$ cat src/rtl/fp_accum_bank.sv
// Bank of NUM_CH floating-point accumulators that share one external pipelined adder.
// Optional feature macro FP_ACCUM_COUNT_EN adds saturating per-channel accumulation counters.
module fp_accum_bank #(
  parameter int WIDTH       = 32,
  parameter int NUM_CH      = 4,
  parameter int ADD_LATENCY = 7
) (
  input  logic             clk,
  input  logic             reset,
  input  logic             clk_en,
  input  logic             start,
  input  logic [1:0]       n,
  input  logic [WIDTH-1:0] dataa,
  input  logic [WIDTH-1:0] datab,
  output logic [WIDTH-1:0] result,
  output logic             done,
  output logic [WIDTH-1:0] add_a,
  output logic [WIDTH-1:0] add_b,
  output logic             add_en,
  input  logic [WIDTH-1:0] add_result
);

  localparam int CH_W = $clog2(NUM_CH);

  typedef enum logic [2:0] {S_IDLE, S_ISSUE, S_WAIT, S_WRITE, S_DONE} state_t;
  typedef enum logic [1:0] {OP_ACC, OP_READ, OP_CLEAR, OP_COUNT} op_t;

  state_t            state, state_d;
  op_t               op_q;
  logic [CH_W-1:0]   ch_q;
  logic [4:0]        wait_cnt;
  logic [WIDTH-1:0]  acc [NUM_CH];
  logic [WIDTH-1:0]  count_val;
  logic [CH_W-1:0]   ch_sel;
  logic              unused_datab;

  assign ch_sel       = datab[CH_W-1:0];
  assign unused_datab = ^datab[WIDTH-1:CH_W];
  assign add_en       = clk_en;

  // NOTE: combinational process assigns its default first so no path can infer a latch.
  always_comb begin
    state_d = state;
    unique case (state)
      S_IDLE:  if (start) state_d = (op_t'(n) == OP_ACC) ? S_ISSUE : S_DONE;
      S_ISSUE: state_d = (ADD_LATENCY == 1) ? S_WRITE : S_WAIT;
      S_WAIT:  if (wait_cnt <= 5'd1) state_d = S_WRITE;
      S_WRITE: state_d = S_DONE;
      S_DONE:  state_d = S_IDLE;
      default: state_d = S_IDLE;
    endcase
  end

  // done is registered from the DONE state, so it appears the cycle after DONE;
  // the adder operands are registered at start, so they are valid during ISSUE.
  // NOTE: all state uses non-blocking assignments so every register samples pre-edge values.
  always_ff @(posedge clk) begin
    if (reset) begin
      state    <= S_IDLE;
      op_q     <= OP_ACC;
      ch_q     <= '0;
      wait_cnt <= '0;
      result   <= '0;
      done     <= 1'b0;
      add_a    <= '0;
      add_b    <= '0;
      // NOTE: the accumulator array must come up zeroed, so it is reset explicitly here.
      for (int i = 0; i < NUM_CH; i++) acc[i] <= '0;
    end else if (clk_en) begin
      state <= state_d;
      done  <= 1'b0;
      unique case (state)
        S_IDLE: begin
          if (start) begin
            op_q <= op_t'(n);
            ch_q <= ch_sel;
            if (op_t'(n) == OP_ACC) begin
              add_a <= acc[ch_sel];
              add_b <= dataa;
            end
          end
        end
        S_ISSUE: wait_cnt <= 5'(ADD_LATENCY - 1);
        S_WAIT:  wait_cnt <= wait_cnt - 5'd1;
        S_WRITE: begin
          acc[ch_q] <= add_result;
          result    <= add_result;
        end
        S_DONE: begin
          done <= 1'b1;
          unique case (op_q)
            OP_READ:  result <= acc[ch_q];
            OP_CLEAR: begin
              result    <= acc[ch_q];
              acc[ch_q] <= '0;
            end
            OP_COUNT: result <= count_val;
            default:  ;
          endcase
        end
        default: ;
      endcase
    end
  end

`ifdef FP_ACCUM_COUNT_EN
  logic [15:0] acc_cnt [NUM_CH];

  always_ff @(posedge clk) begin
    if (reset) begin
      for (int i = 0; i < NUM_CH; i++) acc_cnt[i] <= '0;
    end else if (clk_en) begin
      if (state == S_WRITE && acc_cnt[ch_q] != 16'hFFFF)
        acc_cnt[ch_q] <= acc_cnt[ch_q] + 16'd1;
      else if (state == S_DONE && op_q == OP_CLEAR)
        acc_cnt[ch_q] <= '0;
    end
  end

  assign count_val = WIDTH'(acc_cnt[ch_q]);
`else
  assign count_val = '0;
`endif

endmodule

$ cat config.mk
export PLATFORM = sky130hd
export DESIGN_NAME = fp_accum_bank
export DESIGN_NICKNAME = d
export VERILOG_FILES = /design/src/rtl/fp_accum_bank.sv
export SDC_FILE = /design/constraint.sdc
export NUM_CORES = 1
export LEC_CHECK = 0
export BUFFER_PORTS_ARGS = -buffer_cell sky130_fd_sc_hd__buf_2
export CAP_MARGIN = 15
export CELL_PAD_IN_SITES_DETAIL_PLACEMENT = 0
export CELL_PAD_IN_SITES_GLOBAL_PLACEMENT = 1
export CORE_UTILIZATION = 45
export CTS_CLUSTER_SIZE = 24
export DETAILED_ROUTE_END_ITERATION = 12
export PLACE_DENSITY_LB_ADDON = 0.1
export RECOVER_POWER = 50
export SLEW_MARGIN = 20
export SYNTH_ARGS = -nofsm -noshare
export SYNTH_HDL_FRONTEND = slang
export SYNTH_SLANG_ARGS = --single-unit
$ cat constraint.sdc
create_clock -name clk -period 2.58 [get_ports clk]
set_clock_uncertainty 0.05 [all_clocks]
set_input_delay 0.516 -clock clk [delete_from_list [all_inputs] [get_ports clk]]
set_output_delay 0.516 -clock clk [all_outputs]
set_load 0.01 [all_outputs]
# After elaboration in Yosys (flattened, before gate mapping)
# Memory sizes are Yosys's and may differ from the RTL's. A register that Yosys moved wholly into a read port is not among the register bits.
# Index checks and enable logic that the tools add are counted.
# totals
register_bits	77
ramBits	128
input_bits	102
mem_count	1
# op_classes
addsub	1
magnitude_cmp	1
n_eq_ne	10
n_mux	25
bitwise_logic	1
reduce_logical	11
# mem_list
memory	depth	word_bits	read_ports	rd_ports_with_merged_regs	wr	line_no	text
acc	4	32	2	2	4	32	logic [WIDTH-1:0] acc [NUM_CH];
# op_table
cell	n
$pmux W32 S2	2
$mux W32	2
$reduce_or A32 Y1	1
$mux W1	13
$pmux W3 S4	1
$pmux W5 S2	1
$mux W3	3
$reduce_and A3 Y1	3
$eq A3 B2 Y1 const B	2
$mux W2	3
$le A5 B1 Y1 const B	1
$sub A5 B1 Y5 const B	1
$eq A2 B2 Y1 const B	2
$ne A2 B2 Y1 const B	2
$reduce_and A4 Y1	1
$reduce_bool A2 Y1	2
$eq A3 B1 Y1 const B	1
$eq A3 B3 Y1 const B	1
$logic_not A3 Y1	1
$ne A3 B3 Y1 const B	1
$eq A2 B1 Y1 const B	1
$logic_not A2 Y1	1
$reduce_and A2 Y1	1
$reduce_or A2 Y1	1
$or A1 B1 Y1	1

# Logic depth before layout (Yosys ltp)
# depth
ltp_word	9
depth_mapped	7
ltp_nobuf	5

# Worst setup path before layout
# OpenSTA, ideal clock, no wires.
# synth_timing
kind	input to register
from	in clk_en
to	mem acc[0][0], enable pin
setup_time_ns	0.377
arrival_ns	1.781
required_time_ns	2.153
setup_slack_ns	0.373
cell_stages	4
path_buffers	1
cell_sequence	buf_2 nand4b_1 o22ai_1 a31o_2
# synth_lines
item	line_no	text
start: declaration	10	input logic clk_en,
end: declaration	32	

# Worst setup path after layout
# layout_timing
from	in reset
to	reg result[20]
# layout_lines
item	line_no	text
start: declaration	9	input logic reset,
end signal: assignment	87	result <= add_result;
end signal: assignment	92	OP_READ: result <= acc[ch_q];
end signal: assignment	94	result <= acc[ch_q];
end: declaration	15	output logic [WIDTH-1:0] result,
# No word-level cell between the ends.

==> results.py <==
metrics = {
    "status": {
        "outcome": "finished clean",
    },
    "logic_synthesis": {
        "ys_ff_latch": 239,
        "synth_edf_count": 128,
        "ys_seq_area_frac": 0.527,
        "synth_ff_type": "edfxtp_1",
        "synth_cell_types": 48,
        "syn_area_mm2": 0.0115,
        "async_flop_share": 0,
        "synth_nets": 1060,
        "synth_cells": 956,
        "ys_warn_count": 0,
        "avgSynthCellArea_um2": 12.0,
    },
    "timing": {
        "fin_ws_ns": 0.436,
        "fmax_mhz": 466,
        "period_needed_ns": 2.14,
        "rsz0062_at_grt": "false",
        "finalSetupViolations": 0,
        "finalHoldViolCount": 0,
        "period_share": 0.831,
        "drv_slew": 0,
        "max_slew_margin": 0.357,
        "worst_pin_slew_ns": 0.965,
        "fin_setup_tns_ns": 0,
    },
    "clock_network": {
        "clock-sinks": 239,
        "hold_buffers": 0,
        "cts.clk_slew.worst_paths_ns": 0.06,
        "htreeDepth": 1,
        "cts_root_buf": "clkbuf_16",
        "cts_made_buffers": 27,
        "ctsResizeCount": 0,
        "cts_tree": "built",
        "insertion_delay_ns": 0.53,
        "cts.path.max_buffers": 3,
        "post_cts_buffers": 0,
    },
    "routing": {
        "dr.pass1.iters": 6,
        "vias_per_cell": 6.06,
        "drc": 0,
        "wl_um": 32500,
        "detail_route.iter0.violations": 916,
        "avgRoutedWirePerCell_um": 22.7,
        "detail-route-antenna-nets": 0,
        "vias": 8676,
    },
    "grt": {
        "grt_pass1_wl_um": 50300,
        "grt.total_usage": 0.248,
        "grt-ovfl-total": 0,
        "antenna_found_initial": 0,
        "grt_max_degree": 66,
        "grt_pass1_vias": 8540,
    },
    "worst_setup_path": {
        "rr_startpoint": "state[2]",
        "rr_worst_depth": 5,
        "crit_fanout": 46,
        "r2r_slack_ns": 0.56,
        "cp.required_ns": 2.93,
        "worstReg2RegEnd": "add_b[1]",
        "cp.arrival_ns": 2.49,
        "end_kind": "flip-flop",
        "critPathKind": "primary input to flip-flop",
        "startpoint_type": "primary input",
    },
    "placement": {
        "dp_cells": 1383,
        "place.port_buffers": 169,
        "placed_area_mm2": 0.0129,
        "place_ws_ns": 0.411,
        "gp_congestion": 0.740,
        "hpwlAfterDp_um": 19500,
    },
    "hold_path": {
        "hold_depth": 3,
        "hp-start": "dataa[29]",
        "hold_end": "add_b[29]",
        "min_path_type": "primary input to flip-flop",
    },
    "floorplan": {
        "initial_utilization": 0.458,
        "fp.dieW_um": 162,
        "ioPinCount": 200,
        "dieArea_mm2": 0.0262,
        "row_count": 58,
        "core_mm2": 0.0251,
        "die_h_um": 162,
    },
    "final_layout": {
        "design_area_mm2": 0.0136,
        "n_antenna_cell": 0,
        "fin_cells": 1432,
        "area_delta_synth_final_pct": 18.4,
        "nets": 1186,
        "drive_gt1_frac": 0.229,
    },
    "pwr": {
        "peakVddDrop_v": 0.000439,
        "p_per_area_mw_per_mm2": 680,
        "power.leakage_nw": 4.63,
        "total_power_mw": 9.27,
    },
    "run": {
        "maxCapViolCount": 0,
    },
}
==> logic make-up (layout without fill, tap and decap cells) <==
group,Yosys count,in the layout,share of synthesized area
flops,239,239,0.527
compound gates,224,224,0.140
simple gates,301,301,0.157
xor+xnor,2,2,0.00152
fa+ha+maj,2,2,0.00217
buf+inv,123,269,0.0467
mux,65,65,0.126
==> metal layers <==
metal | wire [um] | vias to the layer above | track usage | share of wire
met5 | 0 | - | 0 | 0
met2 | 15200 | 338 | 0.399 | 0.47
met1 | 14400 | 4316 | 0.355 | 0.44
met4 | 598 | 0 | 0.0643 | 0.018
met3 | 2250 | 45 | 0.0324 | 0.069
li1 | - | 3977 | - | -
==> power by group <==
part | switching [mW] | internal (mW)
sequential | 0.0680 | 4.12
clock | 1.57 | 2.47
combinational | 0.660 | 0.385
==> worst max-delay path: stages <==
cell,delay (ns)
clkbuf_2,0.49
clkbuf_2,0.85
buf_4,0.49
a311oi_1,0.09
==> through the flow <==
step	utilization	hold WS [ns]
2_1_floorplan	-	0.413
3_3_place_gp	0.513	0.402
5_1_grt	0.543	0.174
3_5_place_dp	0.513	0.408
6_report	0.543	0.177
4_1_cts	0.550	0.162
==> cell usage after synthesis (5+ instances only) <==
library cell,count,area share
nand3_1,37,0.016
a211oi_1,33,0.022
mux4_2,64,0.13
inv_1,6,0.0020
and2_1,129,0.070
a311oi_1,32,0.024
buf_6,5,0.0049
nand2b_1,6,0.0033
dfxtp_1,111,0.19
a21oi_1,75,0.033
edfxtp_1,128,0.33
buf_2,28,0.012
o31ai_2,16,0.017
o21ai_0,6,0.0026
nand4_1,65,0.035
clkbuf_1,79,0.026
nand2_1,33,0.011
o31ai_1,50,0.033
==> worst max-delay path by stage <==
stage,start,end,slack (ns),cells after the start
2_1_floorplan,clk_en,acc[0][0],0.37,4
3_3_place_gp,clk_en,acc[0][13],0.41,5
3_5_place_dp,clk_en,acc[1][17],0.41,5
4_1_cts,state[2],add_a[23],0.58,5
5_1_grt,reset,wait_cnt[1],0.30,4
6_report,reset,result[20],0.44,4
==> cell usage in the layout, fill, tap and decap left out, types with 3 or more instances in the layout <==
cell type	n
edfxtp_1	128
bufinv_16	5
clkbuf_2	3
dfxtp_1	110
o31ai_2	16
nor2_1	3
clkbuf_16	27
buf_4	22
o21ai_0	6
nand3b_1	4
a311oi_1	32
nor3_1	3
nand3_1	37
nand2b_1	6
and2_0	25
o41ai_1	3
mux4_2	64
buf_12	19
a31o_2	4
buf_2	71
clkbuf_1	100
nand2_1	33
nor4_1	4
clkinv_2	5
o31ai_1	50
inv_1	6
clkinv_1	4
and2_1	104
nand4_1	65
a21oi_1	75
a211oi_1	33
==> final cells by class <==
cell class / instances / area (um^2)
Fill cell: 2288 / 11500
Sequential cell: 239 / 6070
Multi-Input combinational cell: 594 / 4910
Timing Repair Buffer: 213 / 1280
Clock buffer: 31 / 711
Tap cell: 330 / 413
Clock inverter: 18 / 223
Inverter: 7 / 26.3
==> flip-flops by register name, indices dropped and copies added (netlist names), named ones only <==
| signal | count |
|---|---|
| wait_cnt | 5 |
| done | 1 |
| ch_q | 2 |
| add_b | 32 |
| op_q | 2 |
| state | 3 |
| acc | 128 |
| add_a | 32 |
| result | 32 |
No activity file was read; power rests on OpenSTA's default activity.
